File: src/rtl/dcache_lookup_port.sv
// Requester-side lookup port for the D$ tag-compare arbiter: request, retry until granted, compare, respond.
// Optional hit/miss performance counters are enabled by defining DCACHE_LOOKUP_PERF_EN.
module dcache_lookup_port #(
   parameter int unsigned ADDR_WIDTH = 12,
   parameter int unsigned TAG_WIDTH  = 44,
   parameter int unsigned SET_ASSOC  = 8,
   parameter int unsigned LINE_WIDTH = 128,
   parameter int unsigned DATA_WIDTH = 64
) (
   input  logic                            clk_i,
   input  logic                            rst_ni,
   input  logic                            flush_i,
   input  logic                            lookup_valid_i,
   output logic                            lookup_ready_o,
   input  logic [ADDR_WIDTH-1:0]           lookup_index_i,
   input  logic [TAG_WIDTH-1:0]            lookup_tag_i,
   output logic [SET_ASSOC-1:0]            req_o,
   input  logic                            gnt_i,
   output logic [ADDR_WIDTH-1:0]           addr_o,
   output logic                            we_o,
   output logic [TAG_WIDTH-1:0]            tag_o,
   input  logic [SET_ASSOC-1:0]            hit_way_i,
   input  logic [SET_ASSOC*LINE_WIDTH-1:0] way_data_i,
   output logic                            resp_valid_o,
   input  logic                            resp_ready_i,
   output logic                            resp_hit_o,
   output logic [SET_ASSOC-1:0]            resp_way_o,
   output logic [DATA_WIDTH-1:0]           resp_data_o,
`ifdef DCACHE_LOOKUP_PERF_EN
   output logic [31:0]                     perf_hit_cnt_o,
   output logic [31:0]                     perf_miss_cnt_o,
`endif
   output logic                            err_multi_hit_o
);

   localparam int unsigned OFF_LO = $clog2(DATA_WIDTH / 8);
   localparam int unsigned OFF_HI = $clog2(LINE_WIDTH / 8) - 1;
   localparam int unsigned WORDS  = LINE_WIDTH / DATA_WIDTH;

   typedef enum logic [1:0] {S_IDLE, S_REQ, S_CMP, S_RESP} state_e;

   state_e                  state_q, state_d;
   logic [ADDR_WIDTH-1:0]   index_q;
   logic [TAG_WIDTH-1:0]    tag_q;
   logic                    resp_hit_q;
   logic [SET_ASSOC-1:0]    resp_way_q;
   logic [DATA_WIDTH-1:0]   resp_data_q;

   logic                    multi_hit;
   logic                    cmp_hit;
   logic [LINE_WIDTH-1:0]   line;
   logic [DATA_WIDTH-1:0]   word;

   // NOTE: every signal written in an always_comb gets a default first so no latch is inferred.
   always_comb begin
      state_d = state_q;
      if (flush_i) begin
         state_d = S_IDLE;
      end else begin
         case (state_q)
            S_IDLE:  if (lookup_valid_i) state_d = S_REQ;
            S_REQ:   if (gnt_i)          state_d = S_CMP;
            S_CMP:                       state_d = S_RESP;
            S_RESP:  if (resp_ready_i)   state_d = S_IDLE;
            default:                     state_d = S_IDLE;
         endcase
      end
   end

   always_comb begin
      lookup_ready_o  = (state_q == S_IDLE);
      req_o           = (state_q == S_REQ) ? '1 : '0;
      addr_o          = (state_q == S_REQ) ? index_q : '0;
      tag_o           = (state_q == S_CMP) ? tag_q : '0;
      we_o            = 1'b0;
      resp_valid_o    = (state_q == S_RESP);
      resp_hit_o      = resp_valid_o & resp_hit_q;
      resp_way_o      = resp_valid_o ? resp_way_q  : '0;
      resp_data_o     = resp_valid_o ? resp_data_q : '0;
      err_multi_hit_o = (state_q == S_CMP) & multi_hit;
   end

   // Hit ways are masked and OR-reduced; a multi-hit is reported as a miss.
   always_comb begin
      line = '0;
      for (int w = 0; w < SET_ASSOC; w++) begin
         line = line | (way_data_i[w*LINE_WIDTH +: LINE_WIDTH] & {LINE_WIDTH{hit_way_i[w]}});
      end
   end

   assign multi_hit = !$onehot0(hit_way_i);
   assign cmp_hit   = (|hit_way_i) & !multi_hit;

   generate
      if (WORDS == 1) begin : g_word_full
         assign word = line;
      end else begin : g_word_sel
         logic [WORDS-1:0][DATA_WIDTH-1:0] line_words;
         assign line_words = line;
         assign word       = line_words[index_q[OFF_HI:OFF_LO]];
      end
   endgenerate

   // NOTE: sequential state uses non-blocking assignments so all registers update together on the edge.
   always_ff @(posedge clk_i or negedge rst_ni) begin
      if (!rst_ni) begin
         state_q     <= S_IDLE;
         index_q     <= '0;
         tag_q       <= '0;
         resp_hit_q  <= 1'b0;
         resp_way_q  <= '0;
         resp_data_q <= '0;
      end else begin
         state_q <= state_d;
         if (state_q == S_IDLE && lookup_valid_i && !flush_i) begin
            index_q <= lookup_index_i;
            tag_q   <= lookup_tag_i;
         end
         if (state_q == S_CMP && !flush_i) begin
            resp_hit_q  <= cmp_hit;
            resp_way_q  <= cmp_hit ? hit_way_i : '0;
            resp_data_q <= cmp_hit ? word : '0;
         end
      end
   end

`ifdef DCACHE_LOOKUP_PERF_EN
   logic handshake;
   assign handshake = resp_valid_o & resp_ready_i & !flush_i;

   // Saturating counters, cleared only by reset.
   always_ff @(posedge clk_i or negedge rst_ni) begin
      if (!rst_ni) begin
         perf_hit_cnt_o  <= '0;
         perf_miss_cnt_o <= '0;
      end else if (handshake) begin
         if (resp_hit_q  && perf_hit_cnt_o  != '1) perf_hit_cnt_o  <= perf_hit_cnt_o + 32'd1;
         if (!resp_hit_q && perf_miss_cnt_o != '1) perf_miss_cnt_o <= perf_miss_cnt_o + 32'd1;
      end
   end
`endif

endmodule
File: config.mk
export PLATFORM = sky130hd
export DESIGN_NAME = dcache_lookup_port
export DESIGN_NICKNAME = d
export VERILOG_FILES = /design/src/rtl/dcache_lookup_port.sv
export SDC_FILE = /design/constraint.sdc
export NUM_CORES = 1
export LEC_CHECK = 0
export CAP_MARGIN = 20
export CELL_PAD_IN_SITES_DETAIL_PLACEMENT = 0
export CELL_PAD_IN_SITES_GLOBAL_PLACEMENT = 1
export CORE_AREA = 2 2 487 489
export DETAILED_ROUTE_END_ITERATION = 16
export DIE_AREA = 0 0 489 491
export GPL_TIMING_DRIVEN = 0
export PLACE_DENSITY = 0.3
export SYNTH_ARGS = -nofsm -noshare
export SYNTH_HDL_FRONTEND = slang
export SYNTH_SLANG_ARGS = --single-unit
export TNS_END_PERCENT = 1
File: constraint.sdc
create_clock -name clk_i -period 4.3 [get_ports clk_i]
set_input_delay 0.43 -clock clk_i [delete_from_list [all_inputs] [get_ports clk_i]]
set_output_delay 0.43 -clock clk_i [all_outputs]
set_load 0.005 [all_outputs]
==> results of run 1 <==
[kinds of logic (layout without fill, tap and decap cells)]
group	count (synthesis)	in the layout	synth area share, %
mux	57	57	5.03
simple gates	477	477	21.9
flops	131	131	25.8
compound gates	524	524	37.6
fa+ha+maj	12	12	1.42
buf+inv	195	1464	8.24
other cells	1	59	0.0295
[sequential cells by signal, indices dropped and copies added, names as in the netlist]
register / cells
index_q: 12
resp_data_q: 64
resp_hit_q: 1
resp_way_q: 8
state_q: 2
tag_q: 44
[routing by layer]
| metal | global-route usage, % | vias up | wire length [um] |
|---|---|---|---|
| li1 | - | 8399 | - |
| met1 | 22.9 | 10100 | 96500 |
| met2 | 33.5 | 1405 | 116000 |
| met3 | 7.71 | 326 | 24800 |
| met4 | 2.78 | 138 | 3390 |
| met5 | 0 | - | 875 |
[synthesized netlist by cell type, types with 2 or more instances]
master / number
a22oi_1: 256
nand2_1: 145
dfrtp_1: 131
a222oi_1: 129
and2_1: 129
and3_1: 128
buf_2: 82
a221oi_1: 67
and4_1: 64
a221oi_2: 61
mux2_2: 56
clkbuf_1: 47
buf_4: 33
inv_1: 15
buf_6: 12
ha_1: 8
buf_1: 6
o21ai_0: 5
fa_1: 4
nor2_1: 4
o21ai_1: 3
nor3_1: 2
[worst paths after layout]
path                               from               to  slack [ns]
setup / recovery           hit_way_i[0]  err_multi_hit_o        0.17
hold / removal                   rst_ni       index_q[6]        0.39
setup reg to reg             index_q[3]  resp_data_q[49]        1.43
hold reg to reg              resp_hit_q       resp_hit_q        0.48
max in group asynchronous        rst_ni  resp_data_q[34]        2.86
min in group clk_i           resp_hit_q       resp_hit_q        0.48
[per-stage QoR]
stage               total power, mW  setup TNS, ns  instances  hold WS (ns)
CTS                            9.76              0       5816         0.396
finish                         9.48              0       5874         0.387
global route                   10.1       -0.00370       5824         0.408
floorplan                      4.43              0       1397         0.134
global placement               7.84        -842.43       5777         0.455
detailed placement             7.92        -149.26       5785         0.439
[what timing repair did]
item | CTS | global route
pin swaps | 1 | 3
gates resized for setup | 20 | 8
hold buffers | 1 | 0
endpoints found under the hold margin | 60 | 0
setup buffers | 2 | 0
endpoints found under the setup margin | 75 | 29
[layout make-up]
cell class | count | area (sq um)
Buffer | 176 | 1020
Sequential cell | 131 | 3280
Clock buffer | 18 | 429
Antenna cell | 58 | 145
Clock inverter | 14 | 116
Fill cell | 27000 | 205000
Multi-Input combinational cell | 1071 | 8410
Tap cell | 3150 | 3940
Timing Repair Buffer | 1241 | 12500
Inverter | 15 | 56.3
[power by group through the flow]
| stage | clock network [mW] | logic [mW] | registers, mW |
|---|---|---|---|
| after CTS | 1.84 | 5.65 | 2.27 |
| after floorplan | 0 | 2.32 | 2.11 |
| final | 1.71 | 5.49 | 2.28 |
| after global placement | 0 | 5.55 | 2.29 |
| after detailed placement | 0 | 5.62 | 2.30 |
| after global routing | 1.84 | 5.89 | 2.36 |
==> impl_metrics.yaml, run 1 <==
power:
  p_leak_nw: 10.6
  p_int_mw: 5.25
  power_density_nw_per_um2: 317
  share_comb_of_total_power_pct: 57.9
  vdd_drop_max_v: 0.000338
  p_clk_share_pct: 18.1
  p_sw_mw: 4.22
  p_sw_share_pct: 44.6
  pwr-share-seq_pct: 24.1
yosys:
  syn_inst: 1397
  synth_nets: 2503
  yosysWarnings: 0
  synth_edf_count: 0
  ys_seq_elements: 131
  netlist.area_leader.share_pct: 25.8
  synth_area_leaders: "dfrtp_1 (26%), a22oi_1 (15%), a222oi_1 (10%)"
  synth_cell_type_count: 32
  async_reset_ff_share_pct: 100
  syn_area_sq_um: 12700
  synth_flop_cell: "dfrtp_1"
  seq_area_frac_synth_pct: 25.8
  yosys.area.top_type: "dfrtp_1"
  syn_avg_cell_area_sq_um: 9.11
critical_path:
  cp_max_fo: 4
  cp-start-kind: "input port"
  r2r_cells: 5
  path_cells: "clkbuf_4 > fa_1 > inv_1 > fa_1 > fa_1 > inv_1 > ha_2 > fa_1 > and4bb_1 > a21o_4 > nor2b_1 > buf_2"
  crit_path_end_kind: "output port"
  path_class: "in2out"
  required_ns: 3.87
  path_depth: 12
  critPathTopFamily: "adder cells"
  cp_num_buf_inv: 4
  max_stage_delay_ns: 0.55
  cp_slowest_cell: "fa_1"
  arrival_ns: 3.70
  crit_top_cell: "fa_1"
worst_hold_path:
  min_path_type: "in2async"
cts:
  clk_pin_slew_ns: 0.10
  cts_root_buffer: "clkbuf_16"
  clk_latency_ns: 0.56
  clock_sinks: 131
  h-tree-depth: 4
  clockBufferDepth: 2
  cts_buffers: 17
  cts_tree: "done"
place:
  io_buffers: 1230
  postPlaceCellArea_sq_um: 29100
  dp_hpwl_um: 210000
  place_ws_ns: -2.22
  finalWeightedCongestion: 0.849
floorplan:
  die_area_sq_um: 240000
  fp.coreArea_sq_um: 235000
  die_h_um: 491
  rows: 178
  pin_count: 1235
  die_w_um: 489
  start_util_pct: 5.43
sta:
  tightest_slew_ns: 1.18
  postLayoutSetupSlackWorst_ns: 0.171
  timing.fmax_ghz: 0.242
  finalSetupViolCount: 0
  timing.final.max_slew_violations: 0
  period_share_pct: 96.0
  slew_headroom_pct: 21.5
  fin_skew_ns: 0.0269
  hold_violations: 0
  min_period_ns: 4.13
grt:
  grt_pass1_wl_um: 288000
  grt_pass1_vias: 20800
  grt.total_usage_pct: 19.4
  overflow: 0
  grt_start_max_net_pins: 72
  antenna_found_initial: 262
route:
  vias_per_cell: 3.47
  wirelength_um: 242000
  drtAntennaViolNets: 0
  dr.pass1.iters: 7
  via_count: 20400
  route.detailed.drc: 0
  drtIter0Drc: 1953
  post_drt_wl_per_cell_um: 41.2
layout:
  finalNetCount: 3759
  mostFrequentLayoutCell: "clkdlybuf4s50_1"
  post-route-cell-area_sq_um: 29900
  utilization_pct: 12.7
  area_growth_pct: 135
  final_cell_mix: "clkdlybuf4s50_1 (1225), a22oi_1 (256), nand2_1 (145)"
  drive_gt1_share_pct: 11.3
run:
  max_cap_viol_count: 0
status:
  status: "completed"
No activity file was read; power rests on OpenSTA's default activity.
==> inputs of run 2 (changes only) <==
CTS_CLUSTER_SIZE = 16   (was not set)
==> results of run 2 <==
No change in the layout: final DEF, timing and power equal those of run 1.
==> inputs of run 3 (changes only) <==
CTS_BUF_LIST = sky130_fd_sc_hd__clkbuf_4 sky130_fd_sc_hd__clkbuf_8   (was not set)
==> run 3 against run 2 <==
  * Sequential share of layout area increased by 0.061 points
  * Core utilization decreased by 0.070 points
  * Flip-flop and latch count unchanged
  * Clock-buffer cell count unchanged
  * Wire length about the same
  * Clock skew increased by 0.014 ns
  * Worst setup slack improved by 0.0017 ns
  * Critical path type unchanged
  * Largest power group unchanged
==> impl_metrics.yaml, run 3 (synthesis results as in run 1) <==
cts:
  cts_buffers: 17
  clock_sinks: 131
  h-tree-depth: 4
  clk_pin_slew_ns: 0.14
  cts_root_buffer: "clkbuf_8"
  cts_tree: "done"
  clockBufferDepth: 2
  clk_latency_ns: 0.63
layout:
  fillCellCount: 27000
  utilization_pct: 12.7
  area_growth_pct: 133
  final_cells: 5878
  final_cell_mix: "clkdlybuf4s50_1 (1225), a22oi_1 (256), nand2_1 (145)"
  post-route-cell-area_sq_um: 29700
  drive_gt1_share_pct: 11.4
  largest_reg_flops: 64
  top_regs: "resp_data_q (64), tag_q (44), index_q (12)"
  max_flop_register: "resp_data_q"
  finalNetCount: 3760
  mostFrequentLayoutCell: "clkdlybuf4s50_1"
route:
  wl_met1_um: 96800
  vias_per_cell: 3.48
  dr.pass1.iters: 7
  via_count: 20500
  highest_layer: "met5"
  wl_met2_um: 116000
  route.detailed.drc: 0
  dr_wl_met3_um: 24600
  post_drt_wl_per_cell_um: 41.2
  wirelength_um: 242000
  drtAntennaViolNets: 0
  drtIter0Drc: 2020
grt:
  grt_pass1_wl_um: 288000
  antenna_found_initial: 262
  grt.total_usage_pct: 19.4
  grt_start_max_net_pins: 72
  grt_pass1_vias: 20800
  overflow: 0
sta:
  rsz0062_at_grt: "false"
  timing.fmax_ghz: 0.242
  min_period_ns: 4.13
  slew_headroom_pct: 22.6
  period_share_pct: 96.0
  finalSetupViolCount: 0
  tightest_slew_ns: 1.16
  timing.final.max_slew_violations: 0
  hold_violations: 0
  finalSetupTns_ns: 0
  holdWs_ns: 0.276
  fin_skew_ns: 0.0407
power:
  p_leak_nw: 10.6
  vdd_drop_max_v: 0.000238
  power_density_nw_per_um2: 306
place:
  finalWeightedCongestion: 0.849
  dp_hpwl_um: 210000
  io_buffers: 1230
  postPlaceCellArea_sq_um: 29100
  dp_cells: 5785
floorplan:
  start_util_pct: 5.43
  die_area_sq_um: 240000
  die_h_um: 491
  fp.coreArea_sq_um: 235000
  pin_count: 1235
  die_w_um: 489
  rows: 178
critical_path:
  path_class: "in2out"
  startpoint: "hit_way_i[5]"
  cp-start-kind: "input port"
  crit_path_end_kind: "output port"
  required_ns: 3.87
  arrival_ns: 3.70
  regToRegStartpoint: "index_q[3]"
  r2r_cells: 5
  cp_max_fo: 10
run:
  max_cap_viol_count: 0
status:
  status: "completed"
worst_hold_path:
  min_path_type: "in2async"
## run 3: changes by cell type in the layout (fill, tap and decap cells not counted), sizes merged
| cell | previous run | this run |
|---|---|---|
| clkbuf | 69 | 66 |
| buf | 140 | 144 |
| diode | 58 | 61 |
## run 3: layer usage
layer / global-route usage (%) / vias up
li1: - / 8397
met1: 23.0 / 10200
met2: 33.5 / 1444
met3: 7.70 / 321
met4: 2.72 / 136
met5: 0 / -
## run 3: worst paths after layout
check | slack [ns] | end
min reg2reg | 0.49 | resp_hit_q
min | 0.28 | index_q[6]
max reg2reg | 1.27 | resp_data_q[51]
min in group clk_i | 0.37 | index_q[1]
max in group asynchronous | 2.95 | resp_data_q[34]
max | 0.17 | err_multi_hit_o
## run 3: stage by stage
| stage | total power [mW] | setup slack, ns |
|---|---|---|
| after floorplan | 4.43 | 0.433 |
| after global placement | 7.84 | -5.33 |
| after detailed placement | 7.92 | -2.22 |
| after CTS | 9.37 | -0.144 |
| after global routing | 9.70 | 0.0196 |
| final | 9.09 | 0.172 |
## run 3: power breakdown
| group | internal (mW) | total, mW | switching, mW | leakage, nW |
|---|---|---|---|---|
| clock network | 0.424 | 1.32 | 0.896 | 0.186 |
| logic | 2.66 | 5.49 | 2.83 | 8.70 |
| registers | 1.84 | 2.28 | 0.437 | 1.68 |
## run 3: layout make-up
cell class,count,area [sq um],area share [%]
Tap cell,3150,3940,13.3
Multi-Input combinational cell,1071,8410,28.3
Buffer,176,1020,3.44
Clock buffer,18,241,0.813
Clock inverter,14,116,0.392
Antenna cell,61,153,0.514
Timing Repair Buffer,1242,12500,42.0
Inverter,15,56.3,0.190
Sequential cell,131,3280,11.0
## run 3: worst max-delay path, cell delays in order
cell and delay, ns:
buf_4 0.23, buf_8 0.27, buf_16 0.15, inv_1 0.05, fa_1 0.49, fa_1 0.49, inv_1 0.05, ha_2 0.18
fa_1 0.56, and4bb_1 0.21, a21o_4 0.28, nor2b_2 0.11, buf_2 0.14
## run 3: repair_timing
action                                 in CTS  in global routing
gates cloned                                0                  0
pin swaps                                   1                  1
gates resized for setup                    20                  9
endpoints found under the hold margin      60                  0
setup endpoints to repair                  77                  1
buffers inserted                            3                  0
hold buffers                                1                  0
